**config.mk**
```make
export PLATFORM = sky130hd
export DESIGN_NAME = pipeline_hazard_ctrl_flat
export DESIGN_NICKNAME = d
export VERILOG_FILES = /design/src/rtl/mips_pkg.sv /design/src/rtl/pipeline_hazard_ctrl_if.sv /design/src/rtl/pipeline_hazard_ctrl_hazard_decode.sv /design/src/rtl/pipeline_hazard_ctrl.sv /design/src/flat_wrapper.sv
export SDC_FILE = /design/constraint.sdc
export NUM_CORES = 1
export LEC_CHECK = 0
export BUFFER_PORTS_ARGS = -buffer_cell sky130_fd_sc_hd__buf_2
export CAP_MARGIN = 30
export CORE_ASPECT_RATIO = 0.75
export CORE_MARGIN = 2
export CORE_UTILIZATION = 25
export CTS_BUF_LIST = sky130_fd_sc_hd__clkbuf_8
export CTS_CLUSTER_SIZE = 16
export DETAILED_ROUTE_END_ITERATION = 10
export GPL_TIMING_DRIVEN = 1
export PLACE_DENSITY_LB_ADDON = 0.15
export SYNTH_ARGS = -nofsm -noshare
export SYNTH_HDL_FRONTEND = slang
export SYNTH_SLANG_ARGS = --single-unit
export TNS_END_PERCENT = 1
```
**constraint.sdc**
```tcl
create_clock -name clk -period 2.17 [get_ports clk]
set_input_delay 0.1085 -clock clk [delete_from_list [all_inputs] [get_ports clk]]
set_output_delay 0.1085 -clock clk [all_outputs]
set_load 0.01 [all_outputs]
```
**src/rtl/mips_pkg.sv**
```systemverilog
// Shared MIPS decode constants and the hazard controller state type.
// Also used by the ID stage so opcode/funct values live in one place.
package mips_pkg;

  localparam logic [5:0] OP_RTYPE = 6'h00;
  localparam logic [5:0] OP_BEQ   = 6'h04;
  localparam logic [5:0] OP_BNE   = 6'h05;
  localparam logic [5:0] OP_LW    = 6'h23;
  localparam logic [5:0] OP_SW    = 6'h2b;

  localparam logic [5:0] FN_MFHI  = 6'h10;
  localparam logic [5:0] FN_MFLO  = 6'h12;
  localparam logic [5:0] FN_MULT  = 6'h18;
  localparam logic [5:0] FN_MULTU = 6'h19;
  localparam logic [5:0] FN_DIV   = 6'h1a;
  localparam logic [5:0] FN_DIVU  = 6'h1b;

  typedef enum logic [0:0] {
    RUN     = 1'b0,
    MD_BUSY = 1'b1
  } ctrl_state_t;

endpackage

```
**src/rtl/pipeline_hazard_ctrl_if.sv**
```systemverilog
// Bus between the pipeline datapath and the hazard controller.
// Optional perf counters appear when HAZARD_PERF_CNT_EN is defined.
//
// Timing contract: there is no valid/ready handshake here. Inputs are sampled
// every cycle as a snapshot of IF_ID/ID_EX; control outputs are combinational
// for the current cycle and take effect on the next rising clk edge.
interface pipeline_hazard_ctrl_if #(
  parameter int SIZE     = 32,
  parameter int REG_BITS = $clog2(SIZE)
);
  import mips_pkg::*;

  logic [SIZE-1:0]     id_instr;
  logic                ex_mem_read;
  logic [REG_BITS-1:0] ex_dest;
  logic                branch_taken;

  logic                pc_write;
  logic                if_id_write;
  logic                if_id_flush;
  logic                id_ex_bubble;
  logic                md_start;
  logic                md_busy;
  ctrl_state_t         dbg_state;

`ifdef HAZARD_PERF_CNT_EN
  logic [SIZE-1:0]     stall_cycles;
  logic [SIZE-1:0]     flush_count;

  modport master (
    output id_instr, ex_mem_read, ex_dest, branch_taken,
    input  pc_write, if_id_write, if_id_flush, id_ex_bubble, md_start, md_busy,
    input  dbg_state, stall_cycles, flush_count
  );
  modport slave (
    input  id_instr, ex_mem_read, ex_dest, branch_taken,
    output pc_write, if_id_write, if_id_flush, id_ex_bubble, md_start, md_busy,
    output dbg_state, stall_cycles, flush_count
  );
`else
  modport master (
    output id_instr, ex_mem_read, ex_dest, branch_taken,
    input  pc_write, if_id_write, if_id_flush, id_ex_bubble, md_start, md_busy,
    input  dbg_state
  );
  modport slave (
    input  id_instr, ex_mem_read, ex_dest, branch_taken,
    output pc_write, if_id_write, if_id_flush, id_ex_bubble, md_start, md_busy,
    output dbg_state
  );
`endif

endinterface

```
**src/rtl/pipeline_hazard_ctrl_hazard_decode.sv**
```systemverilog
// Combinational decode of the ID instruction into hazard classes,
// plus the load-use comparison against the load sitting in EX.
module hazard_decode
  import mips_pkg::*;
#(
  parameter int SIZE     = 32,
  parameter int REG_BITS = $clog2(SIZE)
) (
  input  logic [SIZE-1:0]     i_id_instr,
  input  logic                i_ex_mem_read,
  input  logic [REG_BITS-1:0] i_ex_dest,
  output logic                o_is_md,
  output logic                o_is_hilo_rd,
  output logic                o_load_use
);

  logic [5:0]          w_op;
  logic [5:0]          w_funct;
  logic [REG_BITS-1:0] w_rs;
  logic [REG_BITS-1:0] w_rt;
  logic                w_uses_rt;
  logic                w_unused_bits;

  assign w_op    = i_id_instr[31:26];
  assign w_funct = i_id_instr[5:0];
  assign w_rs    = i_id_instr[21 +: REG_BITS];
  assign w_rt    = i_id_instr[16 +: REG_BITS];
  // rd/shamt never participate in hazard detection
  assign w_unused_bits = ^i_id_instr[15:6];

  // Classify the instruction; r0 is hardwired so it never creates a hazard
  always_comb begin
    o_is_md      = (w_op == OP_RTYPE) &&
                   ((w_funct == FN_MULT) || (w_funct == FN_MULTU) ||
                    (w_funct == FN_DIV)  || (w_funct == FN_DIVU));
    o_is_hilo_rd = (w_op == OP_RTYPE) &&
                   ((w_funct == FN_MFHI) || (w_funct == FN_MFLO));
    w_uses_rt    = (w_op == OP_RTYPE) || (w_op == OP_BEQ) ||
                   (w_op == OP_BNE)   || (w_op == OP_SW);
    o_load_use   = i_ex_mem_read && (i_ex_dest != '0) &&
                   ((i_ex_dest == w_rs) || (w_uses_rt && (i_ex_dest == w_rt)));
  end

endmodule

```
**src/rtl/pipeline_hazard_ctrl.sv**
```systemverilog
// Hazard/stall/flush sequencer around the MIPS ID stage, owning the
// multi-cycle mult/div unit. Optional: HAZARD_PERF_CNT_EN adds saturating
// stall-cycle and flush counters.
module pipeline_hazard_ctrl
  import mips_pkg::*;
#(
  parameter int SIZE      = 32,
  parameter int REG_BITS  = $clog2(SIZE),
  parameter int MD_CYCLES = 32
) (
  input  logic                  clk,
  input  logic                  rst_n,
  pipeline_hazard_ctrl_if.slave bus
);

  localparam logic [REG_BITS:0] MD_LOAD = (REG_BITS+1)'(MD_CYCLES - 1);

  ctrl_state_t         r_state;
  logic [REG_BITS:0]   r_md_cnt;

  logic w_is_md;
  logic w_is_hilo_rd;
  logic w_load_use;
  logic w_md_stall;
  logic w_stall;
  logic w_md_start;

  hazard_decode #(
    .SIZE     (SIZE),
    .REG_BITS (REG_BITS)
  ) u_decode (
    .i_id_instr    (bus.id_instr),
    .i_ex_mem_read (bus.ex_mem_read),
    .i_ex_dest     (bus.ex_dest),
    .o_is_md       (w_is_md),
    .o_is_hilo_rd  (w_is_hilo_rd),
    .o_load_use    (w_load_use)
  );

  assign w_md_stall = (r_state == MD_BUSY) && (w_is_md || w_is_hilo_rd);
  assign w_stall    = !bus.branch_taken && (w_md_stall || w_load_use);
  assign w_md_start = rst_n && !bus.branch_taken && !w_stall &&
                      (r_state == RUN) && w_is_md;

  // Prioritised pipeline controls: reset, branch flush, stall, free-run
  always_comb begin
    bus.pc_write     = 1'b1;
    bus.if_id_write  = 1'b1;
    bus.if_id_flush  = 1'b0;
    bus.id_ex_bubble = 1'b0;
    if (!rst_n) begin
      bus.pc_write     = 1'b0;
      bus.if_id_write  = 1'b0;
      bus.if_id_flush  = 1'b1;
      bus.id_ex_bubble = 1'b1;
    end else if (bus.branch_taken) begin
      bus.if_id_flush  = 1'b1;
      bus.id_ex_bubble = 1'b1;
    end else if (w_stall) begin
      bus.pc_write     = 1'b0;
      bus.if_id_write  = 1'b0;
      bus.id_ex_bubble = 1'b1;
    end
  end

  assign bus.md_start  = w_md_start;
  assign bus.md_busy   = rst_n && (r_state == MD_BUSY);
  assign bus.dbg_state = r_state;

  // Mult/div occupancy: counter runs every busy cycle, stalls do not pause it
  always_ff @(posedge clk or negedge rst_n) begin
    if (!rst_n) begin
      r_state  <= RUN;
      r_md_cnt <= '0;
    end else begin
      case (r_state)
        RUN: begin
          if (w_md_start) begin
            r_state  <= MD_BUSY;
            r_md_cnt <= MD_LOAD;
          end
        end
        MD_BUSY: begin
          if (r_md_cnt == '0) r_state <= RUN;
          else                r_md_cnt <= r_md_cnt - 1'b1;
        end
        default: r_state <= RUN;
      endcase
    end
  end

`ifdef HAZARD_PERF_CNT_EN
  logic [SIZE-1:0] r_stall_cycles;
  logic [SIZE-1:0] r_flush_count;

  // Saturating counters of stall cycles and branch flushes
  always_ff @(posedge clk or negedge rst_n) begin
    if (!rst_n) begin
      r_stall_cycles <= '0;
      r_flush_count  <= '0;
    end else begin
      if (w_stall && !(&r_stall_cycles))
        r_stall_cycles <= r_stall_cycles + 1'b1;
      if (bus.branch_taken && !(&r_flush_count))
        r_flush_count <= r_flush_count + 1'b1;
    end
  end

  assign bus.stall_cycles = r_stall_cycles;
  assign bus.flush_count  = r_flush_count;
`endif

endmodule

```
**src/flat_wrapper.sv**
```systemverilog
// flat-port wrapper written by rule: the top's interface ports become plain ports
module pipeline_hazard_ctrl_flat import mips_pkg::*;
#(
  parameter int SIZE      = 32,
  parameter int REG_BITS  = $clog2(SIZE),
  parameter int MD_CYCLES = 32
)
  (clk, rst_n, bus_id_instr, bus_ex_mem_read, bus_ex_dest, bus_branch_taken, bus_pc_write, bus_if_id_write, bus_if_id_flush, bus_id_ex_bubble, bus_md_start, bus_md_busy, bus_dbg_state);
  pipeline_hazard_ctrl_if #(.SIZE(SIZE), .REG_BITS(REG_BITS)) bus_i ();
  input  logic clk;
  input  logic rst_n;
  input wire logic [$bits(bus_i.id_instr)-1:0] bus_id_instr;
  input wire logic [$bits(bus_i.ex_mem_read)-1:0] bus_ex_mem_read;
  input wire logic [$bits(bus_i.ex_dest)-1:0] bus_ex_dest;
  input wire logic [$bits(bus_i.branch_taken)-1:0] bus_branch_taken;
  output wire logic [$bits(bus_i.pc_write)-1:0] bus_pc_write;
  output wire logic [$bits(bus_i.if_id_write)-1:0] bus_if_id_write;
  output wire logic [$bits(bus_i.if_id_flush)-1:0] bus_if_id_flush;
  output wire logic [$bits(bus_i.id_ex_bubble)-1:0] bus_id_ex_bubble;
  output wire logic [$bits(bus_i.md_start)-1:0] bus_md_start;
  output wire logic [$bits(bus_i.md_busy)-1:0] bus_md_busy;
  output wire logic [$bits(bus_i.dbg_state)-1:0] bus_dbg_state;
  assign bus_i.id_instr = bus_id_instr;
  assign bus_i.ex_mem_read = bus_ex_mem_read;
  assign bus_i.ex_dest = bus_ex_dest;
  assign bus_i.branch_taken = bus_branch_taken;
  assign bus_pc_write = bus_i.pc_write;
  assign bus_if_id_write = bus_i.if_id_write;
  assign bus_if_id_flush = bus_i.if_id_flush;
  assign bus_id_ex_bubble = bus_i.id_ex_bubble;
  assign bus_md_start = bus_i.md_start;
  assign bus_md_busy = bus_i.md_busy;
  assign bus_dbg_state = bus_i.dbg_state;
  pipeline_hazard_ctrl #(.SIZE(SIZE), .REG_BITS(REG_BITS), .MD_CYCLES(MD_CYCLES)) u_core (.clk(clk), .rst_n(rst_n), .bus(bus_i));
endmodule
```
==> results of run 1 <==
==> synthesized netlist by cell type, types with 2 or more instances <==
master,n
nand2b_1,4
nand4_1,2
o21a_1,2
xnor2_1,5
o21ai_0,2
inv_1,4
xor2_1,9
nor3_1,3
nand2_1,5
nand3_1,2
dfrtp_1,7
or4_1,3
a21oi_1,4
nor2_1,3
==> placed cells by master, fill, tap and decap left out, drive strengths merged, types with 4 or more instances in the layout <==
| cell type | n |
|---|---|
| buf | 37 |
| xor2 | 9 |
| dfrtp | 7 |
| inv | 5 |
| xnor2 | 5 |
| nand2 | 5 |
| nand2b | 4 |
| a21oi | 4 |
| or4 | 4 |
| nor3 | 4 |
==> sequential cells by signal (all words and copies together) (netlist names) <==
register              cells
u_core.r_md_cnt           6
u_core.bus.dbg_state      1
==> cell families (layout without fill, tap and decap cells) <==
kind of cell	Yosys count	after routing	synth area share, %
AND/OR/NAND/NOR	31	31	31.3
XOR/XNOR	14	14	19.8
AO/OA/AOI/OAI	13	13	13.5
flip-flops	7	7	28.2
buffers and inverters	5	46	3.63
adder cells (fa/ha/maj)	1	1	2.02
multiplexers	1	1	1.61
==> repair_timing <==
action / in CTS / in global routing
endpoints found under the setup margin: 0 / 1
resized for setup: 0 / 1
setup buffers: 0 / 0
endpoints found under the hold margin: 7 / 0
hold buffers: 1 / 0
==> per-layer routing <==
| layer | GRT usage (%) | up-vias |
|---|---|---|
| li1 | - | 339 |
| met2 | 17.3 | 16 |
| met3 | 5.79 | 5 |
| met5 | 0 | - |
| met4 | 5.11 | 0 |
| met1 | 14.2 | 281 |
==> metrics by stage <==
step                      power [mW]  cell area [µm²]
final                          0.554              905
after detailed placement       0.381              843
after CTS                      0.563              898
after global routing           0.604              905
after floorplan                0.311              621
after global placement         0.380              843
==> power groups by stage <==
| stage | logic (mW) | clock network [mW] | registers, mW |
|---|---|---|---|
| 2_1_floorplan | 0.117 | 0 | 0.194 |
| 3_3_place_gp | 0.181 | 0 | 0.200 |
| 3_5_place_dp | 0.182 | 0 | 0.199 |
| 4_1_cts | 0.187 | 0.179 | 0.198 |
| 5_1_grt | 0.213 | 0.189 | 0.203 |
| 6_report | 0.183 | 0.173 | 0.198 |
==> final cells by class <==
type	instances	share of cell area, %
flip-flops and latches	7	19.4
multi-input cells	60	47.4
clock buffers	3	4.56
clock inverters	1	0.415
repair buffers	38	21.9
inverters	4	1.66
well taps	34	4.70
==> worst max-delay path, stage by stage <==
cell and delay [ns]:
dlygate4sd3_1 0.52, buf_2 0.23, nor4bb_2 0.37, nand2_1 0.09, nor2_1 0.15, o2111ai_1 0.22, inv_1 0.09, buf_2 0.12
==> worst paths after layout <==
| path | endpoint | slack (ns) | from |
|---|---|---|---|
| worst max-delay path | bus_md_start | 0.16 | rst_n |
| worst min-delay path | u_core.r_md_cnt[5] | 0.27 | rst_n |
| worst max register to register | u_core.r_md_cnt[1] | 0.42 | u_core.r_md_cnt[2] |
| worst min register to register | u_core.r_md_cnt[4] | 0.52 | u_core.r_md_cnt[4] |
| max in group asynchronous | u_core.r_md_cnt[3] | 1.72 | rst_n |
| min in group clk | u_core.bus.dbg_state | 0.27 | bus_id_instr[30] |
==> impl_summary.md, run 1 <==
Floorplanning
The starting density of the core is between 20% and 30%. In this run the count of I/O pins placed on the die edge is between 40 and 50. The die height is 47.2 µm. The standard cell core area is about 2300 µm². The die width is 61.5 µm. The total number of placement rows is 15. The die covers 2900 µm².

Worst setup path
Measured in cells, the most critical reg-to-reg path has a length of 5. In this run the worst path has a maximum fanout of 11. The worst endpoint required time is about 2.1 ns. The worst endpoint data arrival time is 1.91 ns.

The endpoint kind of the worst setup timing path is a primary output. The category of the worst setup path launch point is an input pin. The category of the most critical setup path is input pin to primary output.

Route
The detailed router's first-iteration violation count is 15. Summed over all layers, the routed wires come to 1.51 mm. Dividing the detail-routed wire length by the instance count gives approximately 10 µm.

The met1 wire length is ~740 µm. For this run, design rule violations remaining after detail routing come to 0. The wire length on met2 is 648 µm. The post-route antenna net violation count is 0. The count of TritonRoute iterations in the first routing pass is 4. The via count is roughly 640.

The via-per-instance ratio is ~4.4. In the detailed route, the total length drawn on met3 is about 100 µm. The top routing layer in use is met4.

Pwr
Per report_power, the clock group accounts for between 30% and 40% of the total. The power density normalized to cell area is 612 nW/µm². Registers are responsible for 35.7% of the overall power.

The internal portion of the total power is 0.386 mW. The worst voltage drop across the vdd grid is between 0.2 and 0.3 mV. The share of total power dissipated in combinational logic is 33.1%.

The switching power share of the total is a little under a third. The switching power is about 0.17 mW. The analysis attributes to cell leakage a power of around 0.41 nW.

GRT
The via count of the first global-routing pass came to around 560. The overall global routing resource usage is 11.6%. Global routing finished with a remaining overflow of 0. The first global-routing pass estimated between 2 and 2.5 mm of wire.

The largest net degree at the start of global routing is 12. The initial antenna violation count is 0.

Logic synthesis
Dividing the synthesized area by the synthesized cell count gives between 8 and 9 µm². After synthesis, the largest area contributor takes up ~28% of total cell area. The number of warning messages in the yosys log is 0.

The fraction of registers with async set or reset after synthesis is 100%. The number of instances in the synthesized netlist is approximately 70. The post-synthesis sequential area ratio is between 20% and 30%.

Synthesis produced a netlist with a net count of around 110. The count of flip-flops with a built-in enable after synthesis is 0. The netlist uses 31 different library cells.

Among all flip-flop cells after synthesis, the most frequent one is dfrtp_1. The post-synthesis instance area is slightly above 600 µm². After synthesis, the cell types taking the most area are dfrtp_1 28%, xor2_1 13%, xnor2_1 7.1%. Summed over all instances, the cell type with the most area after synthesis is dfrtp_1. After synthesis the netlist holds a flip-flop and latch count of 7.

Layout
The sequential cells in the finished layout cover a total of ~180 µm². The signed area change from the synthesized netlist to the final layout is 45.8%. The post-route netlist has 38.1% of its cells at a drive strength greater than 1. The final antenna diode count is 0. The non-filler instance count after layout is 147. The multi-input gate area in the final layout is between 400 and 500 µm². The net count reported at finish is 156. The final core area utilization is 38.9%.

The layout has about 260 filler cells.

Timing
The largest clock skew in the final design is roughly 0.00028 ns. The final critical path takes up 92.9% of the cycle. The worst setup margin is about 0.16 ns. Across all hold checks on the routed design, the worst slack comes to approximately 0.27 ns. The total negative slack for setup checks is 0 ns. The number of max-slew violations in the final report was 0. The slew at the pin closest to its max-slew limit is between 0.3 and 0.4 ns.

Setup repair after global routing left no endpoint under its margin. The total count of hold-check failures in the final report is 0. In this run the tightest slew margin relative to its limit is 76.2%. The final critical path time including I/O delays and setup is roughly 2.0 ns. The maximum frequency from static timing analysis is between 0.4 and 0.5 GHz. Setup violations remaining at the end of the flow were counted as 0.

Worst hold path
The worst min-delay path category is input pin to asynchronous set/reset pin.

CTS
The maximum level of the CTS H-tree is 1. The clock transition at the register clock pins on the worst setup and hold paths after CTS is approximately 0.04 ns. The root buffer cell chosen for the clock tree is clkbuf_8.

Buffers inserted during clock tree synthesis total 3. TritonCTS built the clock tree. The latest clock arrival within the worst-skew pair is ~0.22 ns. Counting every sink on the clock net gives 7. No sink is reached through more buffers than the 2 on the longest clock path.

Placement
The setup slack at placement is approximately 0.4 ns. Summed over all nets, the half-perimeter wirelength after detailed placement is 1.30 mm. The count of input and output buffers is 36. The global placement routability congestion is between 0.7 and 0.8. The count of placed standard cells including taps is 142.

Flow run
Across the run, the number of max-cap violations was 0.

Outcome
The run finished with clean final reports.
(Power assumes the default switching activity.)
==> run 2: changes to the inputs <==
--- a/config.mk
+++ b/config.mk
@@ -8,4 +8,6 @@
 export BUFFER_PORTS_ARGS = -buffer_cell sky130_fd_sc_hd__buf_2
 export CAP_MARGIN = 30
+export CELL_PAD_IN_SITES_DETAIL_PLACEMENT = 1
+export CELL_PAD_IN_SITES_GLOBAL_PLACEMENT = 1
 export CORE_ASPECT_RATIO = 0.75
 export CORE_MARGIN = 2
==> constraint.sdc (replaced) <==
create_clock -name clk -period 2.17 [get_ports clk]
set_input_delay 0.217 -clock clk [delete_from_list [all_inputs] [get_ports clk]]
set_output_delay 0.217 -clock clk [all_outputs]
set_load 0.01 [all_outputs]
==> impl_summary.md, run 2 (same netlist as run 1, synthesis figures left out) <==
Floorplanning
The area of the die is approximately 2900 µm². The standard cell core area is ~2300 µm². The die height is approximately 47 µm.

For this configuration, the core starts out at a cell density of between 20% and 30%. The total number of placement rows is 15. The die width is about 62 µm.

The I/O pin count is 48.

Worst setup path
STA classifies the critical path endpoint as a primary output. Data on the critical path arrives at its endpoint at roughly 1.8 ns. The worst setup path is launched from an input pin. The start point of the critical path is bus_id_instr[27].

For the worst flop-to-flop path, the logic depth is 8. On the critical path the largest part of the delay comes from simple AND/OR/NAND/NOR gates. Counting buffers and inverters, the worst setup path is 7 cells deep. The number of buffers and inverters on the critical path is 2. The most critical setup path has its endpoint at bus_if_id_write. The top fanout value on the critical path is 3.

The largest incremental delay on the critical path is around 0.54 ns. The worst setup path is of the input pin to primary output kind. At the worst endpoint, the required time is slightly below 2 ns.

The critical register-to-register path endpoint is u_core.r_md_cnt[5]. The most frequent cell on the critical path is buf_2. The setup slack of the worst register-to-register path is around 0.47 ns. For this design, the slowest cell found on the critical path is or4_4. The signal on the critical path passes through buf_2, nor3_4, mux2i_1, or4_4, o211a_1, o21a_1, buf_2. The beginning of the worst register-to-register path is u_core.r_md_cnt[0].

Layout
The non-filler instance count after layout is between 100 and 150. The register with the most flip-flops in the layout has 6 of them. The net count reported at finish is 158.

The library cells used most frequently in the layout, excluding fill and tap cells, are 36 x buf_2, 9 x xor2_1, 7 x dfrtp_1. The share of post-route cells with drive strength above 1 is between 30% and 40%. The number of antenna diodes in the final layout is 0. The signed area change from the synthesized netlist to the final layout is 49.6%. Summing all non-filler instances in the final layout gives an area of 928 µm².

The filler cell count is just over 300. Ranked by flip-flop count, first place goes to u_core.r_md_cnt. Leaving out fill and tap cells, the most frequent cell in the layout is buf_2.

GRT
The initial antenna violation count is 0. Global routing used roughly 17% of the available met1 tracks. For this run, global-route usage on met3 was measured as 6.06%.

The first global-routing pass estimated 2.95 mm of wire. For met2 alone, demand over resource in global routing was approximately a quarter. The via count of the first global-routing pass was 677. The layer flagged by global routing as most heavily used is met2. The largest net degree at the start of global routing is 11. Global routing consumed, over all layers together, 14.5% of the routing resources. The total congestion overflow after global routing is 0.

Route
For this run, the detailed router's first-pass iteration total came to 4. In this run the remaining antenna-violating nets after routing total 0. The via-per-instance ratio is approximately 4.6. For this run, design rule violations remaining after detail routing come to 0. The routed wire length per instance is around 12 µm.

Summed over all layers, the routed wires come to ~1.8 mm. The via count is a little under 700. The detailed router finished its first iteration with 3 violations.

Timing
After routing, the total negative slack on setup checks comes to 0 ns. Setup violations remaining at the end of the flow were counted as 0. Of the available clock period, the critical path in the final layout requires 90.9%.

Setup repair after global routing left no endpoint under its margin. Between clock sinks in the finished design, the worst skew comes to roughly 0.0012 ns. The total count of hold-check failures in the final report is 0. The final critical path time including I/O delays and setup is 1.97 ns. On the final layout, the worst hold slack is about 0.38 ns. At the pin with the least slew margin, the transition time is around 0.36 ns. The worst setup margin is 0.198 ns.

The number of max-slew violations in the final report is 0. Static timing analysis puts the maximum clock frequency at between 0.5 and 0.6 GHz. In this run the tightest slew margin relative to its limit is roughly three quarters.

Placement
The HPWL after detailed placement is 1.56 mm. The number of placed instances, taps included, is 144. The global placement routability congestion is 0.714.

The setup slack at placement is 0.179 ns. The count of input and output buffers is 36. After detailed placement, the total cell area comes to around 860 µm².

CTS
The number of buffers inserted by post-CTS setup repair is 0. The TritonCTS buffer count is 3. The clock transition at the register clock pins on the worst setup and hold paths after CTS is 0.04 ns. The count of clock tree sinks is 7. The clock passes through at most 2 buffers. The maximum level of the CTS H-tree is 1. TritonCTS built the clock tree. The latest clock arrival within the worst-skew pair is 0.23 ns. The clock root buffer is clkbuf_8.

Pwr
For this design the total switching power over the nets is between 0.15 and 0.2 mW. Sequential cells account for a little over a third of the total power. Combinational logic is responsible for around a third of the overall power. The power density normalized to cell area is roughly 620 nW/µm².

The relative contribution of the clock network to total power is 31.8%. The switching power share of the total is between 30% and 40%. The internal power consumption is between 0.3 and 0.4 mW. The analysis attributes to cell leakage a power of about 0.43 nW. The worst voltage drop across the vdd grid is roughly 0.25 mV.

Worst hold path
The worst hold path passes through 5 cells. The tightest min-delay check is of the input pin to flop type.

Outcome
The run finished with clean final reports.

Flow run
The count of max-cap constraint violations is 0.
## run 2: how the worst min path moves through the flow
stage | startpoint | end | slack, ns
2_1_floorplan | rst_n | u_core.bus.dbg_state | -0.08
4_1_cts | bus_id_instr[2] | u_core.r_md_cnt[5] | 0.38
5_1_grt | bus_id_instr[30] | u_core.bus.dbg_state | 0.42
3_3_place_gp | rst_n | u_core.r_md_cnt[4] | 0.16
3_5_place_dp | rst_n | u_core.r_md_cnt[2] | 0.15
6_report | bus_id_instr[2] | u_core.r_md_cnt[5] | 0.38
## run 2: power groups by stage
stage,Clock [mW],Sequential [mW],Combinational [mW]
3_3_place_gp,0,0.203,0.180
5_1_grt,0.200,0.209,0.214
3_5_place_dp,0,0.205,0.188
4_1_cts,0.190,0.203,0.190
2_1_floorplan,0,0.194,0.117
6_report,0.183,0.204,0.188
## run 2: metal layers
layer,vias up,wire [µm]
met5,-,0
met1,321,817
met3,2,117
met4,0,16
li1,341,-
met2,17,826
## run 2: what timing repair did
action,4_1_cts,5_1_grt
resized for setup,0,2
hold buffers,1,0
endpoints found under the setup margin,0,1
hold endpoints to repair,7,0
## run 2: worst register-to-register path: cells and delay by family, from the launching register on
kind / cells / cell delay [ns]
compound gates: 2 / 0.20
xor+xnor: 1 / 0.16
simple gates: 2 / 0.48
flops: 1 / 0.34
fa+ha+maj: 1 / 0.21
buf+inv: 2 / 0.24
## run 2: metrics by stage
step / util [%] / total power, mW
floorplan: - / 0.311
global placement: 36.9 / 0.384
detailed placement: 36.9 / 0.393
CTS: 39.2 / 0.583
global route: 39.9 / 0.623
finish: 39.9 / 0.574
## run 2: area by class of cell
type                    instances  area (µm²)  area share (%)
clock inverters                 1        3.75           0.404
repair buffers                 40         213            22.9
flip-flops and latches          7         175            18.9
well taps                      34        42.5            4.58
clock buffers                   3        41.3            4.45
multi-input cells              60         438            47.2
inverters                       4        15.0            1.62
